`src/rtl/wc_pkg.sv`:
```
// Shared wordcount datapath definitions: line/word geometry and lane slicing.
package wc_pkg;

  localparam int LINE_W     = 512;
  localparam int WORD_W     = 64;
  localparam int LANES      = LINE_W / WORD_W;
  localparam int LANE_IDX_W = $clog2(LANES);

  // Word idx of a packed line; word 0 occupies the LSBs.
  function automatic logic [WORD_W-1:0] lane_slice(
    input logic [LINE_W-1:0]     line,
    input logic [LANE_IDX_W-1:0] idx
  );
    return line[idx*WORD_W +: WORD_W];
  endfunction

endpackage

```
`src/rtl/fifo_512_line_packer.sv`:
```
// Write-side packer: folds a narrow ready/valid word stream into wide lines
// and writes them into a FWFT line FIFO, honouring full/prog_full.
module fifo_512_line_packer
  import wc_pkg::*;
#(
  parameter int IN_W  = WORD_W,
  parameter int OUT_W = LINE_W,
  parameter int CNT_W = 32
) (
  input  logic             clk,
  input  logic             reset,
  input  logic [IN_W-1:0]  s_data,
  input  logic             s_valid,
  input  logic             s_last,
  output logic             s_ready,
  output logic [OUT_W-1:0] fifo_din,
  output logic             fifo_wr_en,
  input  logic             fifo_full,
  input  logic             fifo_prog_full,
  output logic             busy,
  output logic [CNT_W-1:0] lines_written
);

  localparam int NUM_LANES = OUT_W / IN_W;
  localparam int LIDX_W    = (NUM_LANES > 1) ? $clog2(NUM_LANES) : 1;

  logic [NUM_LANES-1:0][IN_W-1:0] acc, acc_nxt;
  logic [LIDX_W-1:0]              lane_cnt;
  logic [OUT_W-1:0]               out_q;
  logic                           pend;
  logic [CNT_W-1:0]               lw_q;

  logic beat, last_lane, complete, wr;

  // A completed line can always be staged when the output register is free
  // or is being drained this very edge, so accepting never overflows it.
  assign s_ready    = !reset && !fifo_prog_full && (!pend || !fifo_full);
  assign beat       = s_valid && s_ready;
  assign last_lane  = (lane_cnt == LIDX_W'(NUM_LANES - 1));
  assign complete   = beat && (last_lane || s_last);
  assign wr         = pend && !fifo_full;

  assign fifo_wr_en    = wr;
  assign fifo_din      = out_q;
  assign lines_written = lw_q;
  assign busy          = pend || (lane_cnt != '0);

  // Per-lane merge: only the lane selected by lane_cnt takes the incoming word.
  // Lanes above it stay zero because acc is cleared whenever a line closes.
  for (genvar g = 0; g < NUM_LANES; g++) begin : g_lane
    assign acc_nxt[g] = (beat && lane_cnt == LIDX_W'(g)) ? s_data : acc[g];
  end

  // Accumulator and lane counter; both clear on the edge the line is handed off.
  always_ff @(posedge clk or posedge reset) begin
    if (reset) begin
      acc      <= '0;
      lane_cnt <= '0;
    end else if (complete) begin
      acc      <= '0;
      lane_cnt <= '0;
    end else if (beat) begin
      acc      <= acc_nxt;
      lane_cnt <= lane_cnt + 1'b1;
    end
  end

  // Output register: a new line may load on the same edge the old one is written.
  always_ff @(posedge clk or posedge reset) begin
    if (reset) begin
      out_q <= '0;
      pend  <= 1'b0;
    end else if (complete) begin
      out_q <= acc_nxt;
      pend  <= 1'b1;
    end else if (wr) begin
      pend  <= 1'b0;
    end
  end

  // Count of FIFO writes since reset; wraps naturally.
  always_ff @(posedge clk or posedge reset) begin
    if (reset)   lw_q <= '0;
    else if (wr) lw_q <= lw_q + 1'b1;
  end

endmodule

```
`config.mk`:
```
export PLATFORM = sky130hd
export DESIGN_NAME = fifo_512_line_packer
export DESIGN_NICKNAME = d
export VERILOG_FILES = /design/src/rtl/wc_pkg.sv /design/src/rtl/fifo_512_line_packer.sv
export SDC_FILE = /design/constraint.sdc
export NUM_CORES = 2
export LEC_CHECK = 0
export BUFFER_PORTS_ARGS = -buffer_cell sky130_fd_sc_hd__buf_2
export CORE_MARGIN = 4
export CORE_UTILIZATION = 57
export DETAILED_ROUTE_END_ITERATION = 10
export GPL_TIMING_DRIVEN = 0
export HOLD_SLACK_MARGIN = 0.15
export PLACE_DENSITY = 0.79
export SETUP_SLACK_MARGIN = 0.3
export SLEW_MARGIN = 20
export SYNTH_ARGS = -nofsm -noshare
export SYNTH_HDL_FRONTEND = slang
export SYNTH_SLANG_ARGS = --single-unit
```
`constraint.sdc`:
```
create_clock -name clk -period 38.9 [get_ports clk]
set_clock_uncertainty 0.1 [all_clocks]
set_input_delay 0 -clock clk [delete_from_list [all_inputs] [get_ports clk]]
set_output_delay 0 -clock clk [all_outputs]
set_load 0.02 [all_outputs]
```
# After elaboration in Yosys (flattened, before gate mapping)
# Index checks and enable logic that the tools add are counted.
# classes
add_sub_neg,2
n_mul,0
div_mod_pow,0
order_cmp,0
n_eq_ne,7
n_shift,0
muxes,14
bitwise,0
reduce_logical,24
# op_table
operator,count
512-bit two-way mux,2
64-bit two-way mux,8
"32-bit by 1-bit adder with 32-bit output, second input constant",1
1-bit logical AND,13
"3-bit == test, second input constant",4
"3-bit by 2-bit == test with 1-bit output, second input constant",2
3-bit two-way mux,2
1-bit logical NOT,4
2-bit nonzero test,2
"3-bit by 1-bit adder with 3-bit output, second input constant",1
"3-bit by 1-bit == test with 1-bit output, second input constant",1
3-bit logical NOT,1
1-bit logical OR,3
3-bit nonzero test,1
1-bit two-way mux,2
# totals
ff_bits,1060
latchBits,0
ramBits,0
mem_bits_ro,0
in_bits,70
out_inout_bits,547
wordCells,59
n_memories,0

# Depth between registers and ports, before layout
# logic_depth
word_depth,8
mapped_depth,11

# Worst setup path before layout
# OpenSTA, ideal clock, no wires.
# synth_timing
kind,reg2reg
start,register lane_cnt[0]
end,register acc[256] (netlist bit)
setup_ps,67
arrival_ps,2030
required_time_ps,38733
setup_slack_ps,36702
stages_incl_launch_ff,8
n_path_buf,2
period_less_slack_ps,2198
path_cell_list,dfrtp_1 > ha_1 > ha_1 > or2_1 > buf_2 > nor2_1 > clkbuf_1 > a32o_1
# synth_between
elab_chain_cells,5
elab_cells_between_ends,9
cone_classes,2 x eq/ne; 3 x mux; 4 x reduce/logical
# synth_lines
element,line_no,source
from (decl),fifo_512_line_packer.sv:28,logic [LIDX_W-1:0] lane_cnt;
from (signal assigned),fifo_512_line_packer.sv:64,lane_cnt <= lane_cnt + 1'b1;
3-bit == test,fifo_512_line_packer.sv:51,assign acc_nxt[g] = (beat && lane_cnt == LIDX_W'(g)) ? s_data : acc[g];
1-bit logical AND,fifo_512_line_packer.sv:51,
64-bit two-way mux,fifo_512_line_packer.sv:51,
512-bit two-way mux,fifo_512_line_packer.sv:62,end else if (beat) begin
512-bit two-way mux,fifo_512_line_packer.sv:59,end else if (complete) begin
to (signal assigned),fifo_512_line_packer.sv:63,acc <= acc_nxt;
to (decl),fifo_512_line_packer.sv:27,"logic [NUM_LANES-1:0][IN_W-1:0] acc, acc_nxt;"
# Several ways; a longest one is shown, not always the timed one. The select of a mux whose other input is x is not followed.
# A chain may end at the register's enable or synchronous reset.

# Worst setup path in the final report
# layout_timing
start,register lane_cnt[0]
end,register out_q[429] (netlist: fifo_din[429])
# layout_between
elab_chain_cells,3
elab_cells_between_ends,6
cone_classes,2 x eq/ne; 1 x mux; 3 x reduce/logical
# layout_lines
element,line_no,source
3-bit == test (on tied branches),"fifo_512_line_packer.sv:51, fifo_512_line_packer.sv:39",
1-bit logical AND / 1-bit logical OR (equally long branches),"fifo_512_line_packer.sv:51, fifo_512_line_packer.sv:40",
64-bit two-way mux / 1-bit logical AND (equally long branches),"fifo_512_line_packer.sv:51, fifo_512_line_packer.sv:40",
to (signal assigned),fifo_512_line_packer.sv:74,out_q <= acc_nxt;
to (decl),fifo_512_line_packer.sv:29,logic [OUT_W-1:0] out_q;
# Several ways; a longest one is shown, not always the timed one.

==> flow_metrics.env <==
export IMPL_outcome="completed"
export IMPL_avgSynthCellArea_um2=12.1
export IMPL_cts_sink_count=1060
export IMPL_synthTopCellsByCount="dfrtp_1 (1060), nand2_1 (531), mux2i_1 (512), o21ai_0 (432), a32o_1 (320)"
export IMPL_syn2layout_area_growth_pct=21.4
export IMPL_path_clk_slew_ns=0.06
export IMPL_cts_resized_gates=0
export IMPL_cts_tree="yes"
export IMPL_drv_slew=0
export IMPL_crit_reg2reg_capture="fifo_din[429]"
export IMPL_synth_warnings=0
export IMPL_setup_slack_ns=35.17
export IMPL_p_per_area_nw_per_um2=58.3
export IMPL_finalSetupViolations=0
export IMPL_io_pin_count=617
export IMPL_hold_class="in2reg"
export IMPL_port_buffers=616
export IMPL_die_h_um=286
export IMPL_cts_setup_buffers=0
export IMPL_crit_start="lane_cnt[0]"
export IMPL_cap_viol_max_count=0
export IMPL_insertion_delay_ns=0.67
export IMPL_dr_pass1_iters=6
export IMPL_min_period_over_period_pct=9.59
export IMPL_synthCells=3625
export IMPL_syn_num_nets=3702
export IMPL_clockBufferDepth=3
export IMPL_drtIter0Drc=3744
export IMPL_rows=101
export IMPL_synth_top_area_share_pct=60.2
export IMPL_required_ns=39.30
export IMPL_synth_area_um2=44000
export IMPL_coreArea_um2=76200
export IMPL_die_w_um=286
export IMPL_critPathSlowestCell="clkbuf_1"
export IMPL_arrival_ns=4.13
export IMPL_drc=0
export IMPL_finalNetCount=4534
export IMPL_rsz0062_at_grt="no"
export IMPL_crit_path_start_kind="flop"
export IMPL_cts_root_buf="clkbuf_16"
export IMPL_max_stage_delay_ns=0.87
export IMPL_async_reset_ff_share_pct=100
export IMPL_cts_hold_buffers=92
export IMPL_path_max_fanout=10
export IMPL_cts_made_buffers=107
export IMPL_fin_tns_setup_ns=0
export IMPL_synth_area_top_cells="dfrtp_1 (60%), mux2i_1 (12%), a32o_1 (7.3%)"
export IMPL_fmax_ghz=0.268
export IMPL_yosysMostFrequentCell="dfrtp_1"
export IMPL_die_area_um2=81800
export IMPL_yosys_most_used_dff="dfrtp_1"
export IMPL_synth_seq_cells=1060
export IMPL_hold_viol=0
export IMPL_wl_per_cell_um=26.9
export IMPL_grt_antenna_before_repair=4
export IMPL_globalplace_congestion=0.887
export IMPL_vias_per_cell=6.29
export IMPL_grt_overflow=0
export IMPL_irDropWorstVdd_v=0.0000395
export IMPL_postRouteAntennaNets=0
export IMPL_grt_max_degree=109
export IMPL_worstSetupEndpointType="flop"
export IMPL_tightest_slew_ns=1.12
export IMPL_grt_pass1_wl_um=222000
export IMPL_worstPathCellList="ha_1 -> ha_1 -> or2_1 -> buf_2 -> nand3_4 -> buf_4 -> buf_6 -> clkbuf_1 -> o21ai_0"
export IMPL_path_common_cell="ha_1"
export IMPL_dp_hpwl_um=105000
export IMPL_crit_end="fifo_din[429]"
export IMPL_wirelength_um=150000
export IMPL_p_leak_nw=26.7
export IMPL_placed_cell_area_um2=48800
export IMPL_grt_pass1_vias=34400
export IMPL_start_util_pct=57.8
export IMPL_synth_edf_count=0
export IMPL_rr_startpoint="lane_cnt[0]"
export IMPL_slew_limit_headroom_pct=25.5
export IMPL_synth_cell_type_count=48
export IMPL_fillers=5404
export IMPL_htreeDepth=3
export IMPL_pre_cts_slack_ns=35.24
export IMPL_drive_gt1_share_pct=22.4
export IMPL_r2r_slack_ns=35.17
export IMPL_crit_type="reg2reg"
export IMPL_yosys_area_top_type="dfrtp_1"
export IMPL_yosysSeqAreaShare_pct=60.2
export IMPL_vias=35100
export IMPL_ff2ff_path_depth=9
export IMPL_final_area_um2=53400
export IMPL_gr_usage_all_layers_pct=36.0
export IMPL_layout_min_cycle_time_ns=3.73
export IMPL_hold_depth=4
## logic make-up (layout without fill, tap and decap cells)
kind of cell | after synthesis | count (layout) | share of synthesized area [%]
DFF | 1060 | 1060 | 60.2
AOI/OAI and AO/OA | 967 | 967 | 15.8
and+or+nand+nor | 673 | 673 | 6.69
muxes | 513 | 513 | 11.7
buffers and inverters | 374 | 1288 | 4.80
xor gates and xnor gates | 31 | 31 | 0.617
adders and majority gates | 7 | 7 | 0.199
other | 0 | 1 | 0
## worst min-delay path by stage
stage	startpoint	endpoint	slack (ns)
2_1_floorplan	fifo_prog_full	s_ready	-0.06
3_3_place_gp	fifo_full	pend	0.19
3_5_place_dp	reset	lines_written[0]	0.07
4_1_cts	s_data[16]	fifo_din[464]	0.15
5_1_grt	s_data[9]	fifo_din[393]	0.19
6_report	s_data[32]	fifo_din[224]	0.18
## per-layer routing
| metal | up-vias | global-route usage [%] | part of all wire (%) |
|---|---|---|---|
| met5 | - | 0 | 0 |
| met4 | 0 | 18.2 | 6.1 |
| met3 | 409 | 8.53 | 9.1 |
| met2 | 1767 | 56.0 | 46 |
| met1 | 18100 | 47.9 | 39 |
| li1 | 14800 | - | - |
## final cells by class
cell class	instances	area [um2]	share of cell area (%)
well taps	1030	1290	2.41
clock buffers	146	3060	5.72
plain buffers	369	2100	3.94
inverters	5	26.3	0.0492
repair buffers	723	4380	8.19
multi-input cells	2191	15400	28.8
flip-flops and latches	1060	26500	49.6
clock inverters	45	646	1.21
diodes	1	2.50	0.00468
## cell usage in the layout (no fill, tap or decap), types with 7 or more instances in the layout
cell type	instances
xor2_1	19
xnor2_1	12
mux2i_1	512
buf_8	10
clkbuf_8	21
clkbuf_1	199
dfrtp_1	1060
buf_16	12
a32o_1	320
nor2_1	8
bufinv_16	14
nand3_1	12
o21ai_0	432
clkinv_2	21
nand4_1	10
buf_4	16
ha_1	7
buf_2	713
buf_6	58
and2_1	67
nand2_1	531
o21ai_1	83
clkbuf_16	108
a22o_1	128
dlygate4sd3_1	92
## power breakdown
| part | internal [mW] | switching [mW] | leakage [nW] |
|---|---|---|---|
| registers | 1.25 | 0.103 | 14.5 |
| clock network | 0.642 | 0.440 | 1.82 |
| logic | 0.235 | 0.447 | 10.4 |
| total | 2.13 | 0.990 | 26.7 |
## critical path: cells and delay by family, from the launching register on
family	cells	cell delay, ns
AO/OA/AOI/OAI	1	0.25
adder cells (fa/ha/maj)	2	0.45
flip-flops	1	0.41
buffers and inverters	4	1.86
AND/OR/NAND/NOR	2	0.49
## registers in the layout (all words and copies together), names as in the netlist
register	flops
fifo_din	512
lane_cnt	3
acc	512
pend	1
lines_written	32
## through the flow
step                      total power [mW]  std cells  util, %  hold WS (ns)
after floorplan                       1.76       3625        -       -0.0568
after global placement                2.02       5271     63.5         0.188
after detailed placement              2.03       5286     64.1        0.0715
after CTS                             3.12       5569     70.1         0.150
after global routing                  3.23       5569     70.1         0.194
final                                 3.12       5570     70.1         0.183
No activity file was read; power rests on OpenSTA's default activity.
